`config.mk`:
```
export PLATFORM = sky130hd
export DESIGN_NAME = tt_pwm_bank
export DESIGN_NICKNAME = d
export VERILOG_FILES = /design/src/rtl/tt_pwm_bank.sv
export SDC_FILE = /design/constraint.sdc
export NUM_CORES = 1
export LEC_CHECK = 0
export ABC_AREA = 1
export BUFFER_PORTS_ARGS = -buffer_cell sky130_fd_sc_hd__buf_4
export CORE_UTILIZATION = 60
export DETAILED_ROUTE_END_ITERATION = 8
export PLACE_DENSITY = 0.78
export SYNTH_ARGS = -nofsm -noshare
export SYNTH_HDL_FRONTEND = slang
export SYNTH_SLANG_ARGS = --single-unit
```
`constraint.sdc`:
```
create_clock -name clk -period 5.1 [get_ports clk]
set_clock_uncertainty 0.05 [all_clocks]
set_input_delay 0.51 -clock clk [delete_from_list [all_inputs] [get_ports clk]]
set_output_delay 0.51 -clock clk [all_outputs]
set_load 0.02 [all_outputs]
```
`src/rtl/tt_pwm_bank.sv`:
```
`default_nettype none
// ============================================================================
//  Module      : tt_pwm_bank
//  Description : Multi-channel PWM generator with a shared prescaled period
//                counter. Duty, period and prescale are written to staging
//                registers and copied into shadow registers only at a period
//                boundary (counter wrap or sync_load), so an output never
//                changes shape in the middle of a period. The enable and
//                invert masks act immediately.
//
//  Ports       : clk          - clock
//                rst          - synchronous reset, active-high
//                ena          - counting enable; low freezes counters/outputs
//                sync_load    - force shadow load and restart the period
//                wr_en        - register write strobe
//                wr_addr      - register address
//                                 0..NUM_CH-1 duty[i], NUM_CH top,
//                                 NUM_CH+1 presc, NUM_CH+2 en_mask,
//                                 NUM_CH+3 inv_mask
//                wr_data      - register write data
//                pwm_out      - registered PWM outputs
//                period_start - pulse in the cycle the counter reads 0
//
//  Revision    : 1.0 - initial release
// ============================================================================
module tt_pwm_bank #(
    parameter int NUM_CH = 4,
    parameter int WIDTH  = 8,
    parameter int ADDR_W = $clog2(NUM_CH + 4)
) (
    input  logic              clk,
    input  logic              rst,
    input  logic              ena,
    input  logic              sync_load,
    input  logic              wr_en,
    input  logic [ADDR_W-1:0] wr_addr,
    input  logic [WIDTH-1:0]  wr_data,
    output logic [NUM_CH-1:0] pwm_out,
    output logic              period_start
);

    localparam logic [ADDR_W-1:0] c_addr_top   = ADDR_W'(NUM_CH);
    localparam logic [ADDR_W-1:0] c_addr_presc = ADDR_W'(NUM_CH + 1);
    localparam logic [ADDR_W-1:0] c_addr_en    = ADDR_W'(NUM_CH + 2);
    localparam logic [ADDR_W-1:0] c_addr_inv   = ADDR_W'(NUM_CH + 3);
    localparam logic [WIDTH-1:0]  c_one        = WIDTH'(1);

    // Staging registers (written by the host)
    logic [WIDTH-1:0]  r_duty [NUM_CH];
    logic [WIDTH-1:0]  r_top;
    logic [WIDTH-1:0]  r_presc;
    logic [NUM_CH-1:0] r_en_mask;
    logic [NUM_CH-1:0] r_inv_mask;

    // Shadow registers (govern the running period)
    logic [WIDTH-1:0]  r_duty_sh [NUM_CH];
    logic [WIDTH-1:0]  r_top_sh;
    logic [WIDTH-1:0]  r_presc_sh;

    // Counters
    logic [WIDTH-1:0]  r_presc_cnt;
    logic [WIDTH-1:0]  r_cnt;

    logic              w_tick;
    logic              w_wrap;
    logic              w_load;
    logic [NUM_CH-1:0] w_pwm_next;

    assign w_tick = ena && (r_presc_cnt == r_presc_sh);
    assign w_wrap = w_tick && (r_cnt == r_top_sh);
    assign w_load = sync_load || w_wrap;

    // Host writes land in staging only; a write coinciding with a boundary
    // is picked up at the following boundary because the shadow copy below
    // samples the pre-write staging value.
    always_ff @(posedge clk) begin
        if (rst) begin
            for (int i = 0; i < NUM_CH; i++) begin
                r_duty[i] <= '0;
            end
            r_top      <= '1;
            r_presc    <= '0;
            r_en_mask  <= '0;
            r_inv_mask <= '0;
        end else if (wr_en) begin
            for (int i = 0; i < NUM_CH; i++) begin
                if (wr_addr == ADDR_W'(i)) begin
                    r_duty[i] <= wr_data;
                end
            end
            if (wr_addr == c_addr_top)   r_top      <= wr_data;
            if (wr_addr == c_addr_presc) r_presc    <= wr_data;
            if (wr_addr == c_addr_en)    r_en_mask  <= wr_data[NUM_CH-1:0];
            if (wr_addr == c_addr_inv)   r_inv_mask <= wr_data[NUM_CH-1:0];
        end
    end

    always_ff @(posedge clk) begin
        if (rst) begin
            for (int i = 0; i < NUM_CH; i++) begin
                r_duty_sh[i] <= '0;
            end
            r_top_sh   <= '1;
            r_presc_sh <= '0;
        end else if (w_load) begin
            for (int i = 0; i < NUM_CH; i++) begin
                r_duty_sh[i] <= r_duty[i];
            end
            r_top_sh   <= r_top;
            r_presc_sh <= r_presc;
        end
    end

    // Prescaler and period counter. sync_load overrides ena so a stalled
    // bank can still be realigned.
    always_ff @(posedge clk) begin
        if (rst) begin
            r_presc_cnt  <= '0;
            r_cnt        <= '0;
            period_start <= 1'b0;
        end else if (sync_load) begin
            r_presc_cnt  <= '0;
            r_cnt        <= '0;
            period_start <= 1'b1;
        end else if (w_tick) begin
            r_presc_cnt  <= '0;
            r_cnt        <= w_wrap ? '0 : (r_cnt + c_one);
            period_start <= w_wrap;
        end else begin
            if (ena) begin
                r_presc_cnt <= r_presc_cnt + c_one;
            end
            period_start <= 1'b0;
        end
    end

    // Compare against the shadow duty; a disabled channel is forced low
    // before inversion could make it high.
    always_comb begin
        w_pwm_next = '0;
        for (int i = 0; i < NUM_CH; i++) begin
            w_pwm_next[i] = r_en_mask[i] & ((r_cnt < r_duty_sh[i]) ^ r_inv_mask[i]);
        end
    end

    always_ff @(posedge clk) begin
        if (rst) begin
            pwm_out <= '0;
        end else if (ena) begin
            pwm_out <= w_pwm_next;
        end
    end

endmodule
`default_nettype wire

```
**Word-level counts from Yosys, hierarchy flattened**

Memory sizes are Yosys's and may differ from the RTL's.
Index checks and enable logic that the tools add are counted.

- Logic and storage cells: 85
- RAM bits: 64
- Output and inout bits: 5
- Input port bits: 16
- Memories: 2
- Register bits after elaboration: 61

Memories:

| name | words | width | read ports | clocked after Yosys merged registers in | write ports | RTL line | RTL |
|---|---|---|---|---|---|---|---|
| r_duty | 4 | 8 | 4 | 0 | 4 | 49 | `logic [WIDTH-1:0] r_duty [NUM_CH];` |
| r_duty_sh | 4 | 8 | 4 | 0 | 4 | 56 | `logic [WIDTH-1:0] r_duty_sh [NUM_CH];` |

- Bitwise logic cells: 16
- $add $sub $neg: 2
- Mux-type cells: 32
- Equality and inequality tests: 9
- Magnitude comparators: 4
- Reduce and logical (&&, ||, !) cells: 10

Operators with widths:

| kind | number |
|---|---|
| 2-to-1 mux 8 bit | 9 |
| less-than comparator 8 bit | 4 |
| 2-to-1 mux 1 bit | 23 |
| adder 8 x 1 -> 8 bit (second input constant) | 2 |
| equality test 8 bit | 2 |
| equality test 3 bit (second input constant) | 4 |
| OR 1 bit | 8 |
| AND reduction 2 bit | 4 |
| equality test 3 x 2 -> 1 bit (second input constant) | 2 |
| AND 1 bit | 4 |
| XOR 1 bit | 4 |
| equality test 3 x 1 -> 1 bit (second input constant) | 1 |
| zero test 3 bit | 1 |
| OR reduction 3 bit | 1 |
| logical AND 1 bit | 2 |
| OR reduction 2 bit | 1 |
| logical OR 1 bit | 1 |

**Logic depth before layout (Yosys ltp)**

- Word-level depth: 8
- Depth in mapped cells: 11
- Depth with buffers taken out: 11

**Least setup slack after synthesis**

Ideal clock, no wire load.

- Path type: in2reg
- Start: input port ena
- End: memory r_duty_sh[0][0], enable pin
- Data required time: 4.659 ns
- Stages: 6
- Library setup time: 0.391 ns
- Buffers on the path: 0
- Path slack: 2.922 ns
- Data arrival time: 1.737 ns
- Cell sequence: inv_2 > nor2_1 > nand3_1 > nor2_4 > nand2_4 > nand2_1

RTL lines:

| item | RTL line | RTL |
|---|---|---|
| start: declaration | 33 | `input logic ena,` |
| end: declaration | 56 |  |

==> results.sh <==
export IMPL_status="finished clean"
export IMPL_slowest_stage="dfxtp_1"
export IMPL_setup_violations=0
export IMPL_synthFlopType="edfxtp_1"
export IMPL_cp_end_kind="flop"
export IMPL_antenna_found_initial=0
export IMPL_cts_resized=0
export IMPL_syn_avg_cell_area_um2=8.946
export IMPL_path_class="flop to flop"
export IMPL_synth_fp_nets=706
export IMPL_die_area_mm2=0.01024
export IMPL_place_area_mm2=0.006145
export IMPL_dp_cells=796
export IMPL_fill_cells=693
export IMPL_critPathRequiredTime_ps=5290
export IMPL_initial_core_util=0.6300
export IMPL_final_common_cell="nand2_1"
export IMPL_htree_levels=4
export IMPL_die_w_um=101.2
export IMPL_clock_path_buffers=2
export IMPL_seq_area_frac_synth=0.5323
export IMPL_antenna_cells=0
export IMPL_dp_slack_ps=2567
export IMPL_track_usage=0.2542
export IMPL_pin_count=21
export IMPL_drt_iter0_markers=326
export IMPL_worstPathMaxFanout=33
export IMPL_synthToLayoutAreaGrowth_pct=13.33
export IMPL_setup_ws_ps=2763
export IMPL_cp_slowest_stage_delay_ps=620
export IMPL_period_needed_ps=2337
export IMPL_crit_path_cell_trace="xor2_1 > nor2_1 > nand2_1 > nor2_2 > nand2_4 > nand2_4 > nand2_4 > nor2_1"
export IMPL_nets=732
export IMPL_vias_per_cell=5.267
export IMPL_gp_congestion=0.8665
export IMPL_synth_cell_types=27
export IMPL_synth_area_mm2=0.005904
export IMPL_clkSlewWorstSetupHoldPaths_ps=60
export IMPL_dp_hpwl_mm=8.394
export IMPL_tritoncts="yes"
export IMPL_p_per_area_mw_per_mm2=354.9
export IMPL_drc=0
export IMPL_root_buffer="clkbuf_8"
export IMPL_layout_common_cells="122 x nand2_1, 106 x inv_1, 69 x nor2_1"
export IMPL_rows=35
export IMPL_grt_max_degree=35
export IMPL_hold_violations=0
export IMPL_peakVddDrop_uv=279.2
export IMPL_final_area_mm2=0.006691
export IMPL_routedWlPerCell_um=14.51
export IMPL_worstSkewPairLatency_ps=520
export IMPL_fin_tns_setup_ps=0
export IMPL_grt_pass1_vias=4088
export IMPL_power_mw=2.375
export IMPL_slew_headroom=0.4564
export IMPL_cellLeakagePower_nw=3.015
export IMPL_fmax_mhz=427.8
export IMPL_wl_mm=12.01
export IMPL_synthCells=660
export IMPL_synth_edff_count=64
export IMPL_post_cts_buffers=0
export IMPL_cp_common_cell="nand2_4"
export IMPL_numPortBuffers=20
export IMPL_worstPathArrival_ps=2530
export IMPL_drt_pass1_iter_count=5
export IMPL_period_share=0.4583
export IMPL_vias=4361
export IMPL_ant_nets=0
export IMPL_coreArea_mm2=0.009371
export IMPL_cts_made_buffers=17
export IMPL_hold_class="input pin to flop"
export IMPL_worst_setup_path_start_kind="flop"
export IMPL_die_h_um=101.2
export IMPL_worst_pin_slew_ps=812.3
export IMPL_drive_gt1_frac=0.1330
export IMPL_clock_sinks=125
export IMPL_synthArstFlopShare=0
export IMPL_grt_first_pass_wirelength_mm=19.46
export IMPL_synth_seq_cells=125
export IMPL_synth_warnings=0
export IMPL_ctsHoldBuffers=0
export IMPL_rsz0062_at_grt="no"
export IMPL_maxSlewViolCount=0
export IMPL_grt_remaining_overflow=0
export IMPL_cap_violations=0
export IMPL_final_cell_count_no_fill=828
-- area by class of cell --
type,instances,area (µm²),area share
Timing Repair Buffer,22,165.2,0.02468
Clock inverter,14,107.6,0.01608
Multi-Input combinational cell,409,2258,0.3375
Tap cell,129,161.4,0.02412
Sequential cell,125,3143,0.4697
Inverter,111,416.7,0.06227
Clock buffer,18,439.2,0.06563
-- cell usage after synthesis (7+ instances only) --
master	number	area, µm²
dfxtp_1	61	1221
edfxtp_1	64	1922
nand2_1	122	457.9
xor2_1	14	122.6
o211ai_1	8	60.06
nor2_2	21	131.4
nor2_1	69	259.0
ha_1	30	375.4
nor2_4	11	123.9
clkbuf_1	7	26.28
o21ai_0	19	95.09
inv_1	106	397.9
a21oi_1	41	205.2
nand3_1	54	270.3
-- logic make-up after synthesis --
kind of cell | count (synthesis) | share of synthesized area
flops | 125 | 0.5323
simple gates | 290 | 0.2276
buf+inv | 126 | 0.08519
fa+ha+maj | 30 | 0.06357
xor+xnor | 17 | 0.02522
compound gates | 72 | 0.06612
-- routing by layer --
layer | share of wire | track usage
met5 | 0 | 0
met4 | 0.024 | 0.1059
met3 | 0.050 | 0.04348
met2 | 0.48 | 0.4139
met1 | 0.45 | 0.3393
-- final timing paths --
path / from / endpoint / slack (ps) / cells after the start
setup reg to reg: r_cnt[2]$_SDFFE_PP0P_ / r_duty_sh[0][7]$_SDFFCE_PN0P_ / 2760 / 8
hold reg to reg: pwm_out[2]$_SDFFE_PP0P_ / pwm_out[2]$_SDFFE_PP0P_ / 420 / 2
setup / recovery: r_cnt[2]$_SDFFE_PP0P_ / r_duty_sh[0][7]$_SDFFCE_PN0P_ / 2760 / 8
hold / removal: rst / pwm_out[1]$_SDFFE_PP0P_ / 140 / 2
-- power breakdown --
part	internal, mW	switching (mW)	total [mW]
Combinational	0.0502	0.111	0.162
Sequential	1.11	0.0202	1.13
Clock	0.633	0.454	1.09
-- critical path: cells and delay by family, from the launching register on --
family        cells  cell delay, ps
xor+xnor          1             200
flops             1             620
simple gates      7            1160
-- metrics by stage --
stage | utilization | hold slack, ps
after global placement | 0.6557 | 403.6
after floorplan | - | 379.2
final | 0.7140 | 141.6
after detailed placement | 0.6557 | 406.0
after CTS | 0.7140 | 133.6
after global routing | 0.7140 | 142.6
-- flip-flops by register name, summed over array words and instances, names as in the netlist --
signal and cells:
r_presc 8, r_top_sh 8, r_top 8, r_en_mask 4, r_duty_sh 32, r_cnt 8
period_start 1, r_presc_cnt 8, r_presc_sh 8, r_duty 32, r_inv_mask 4, pwm_out 4
Note: power is estimated with default switching activity, not from simulation.
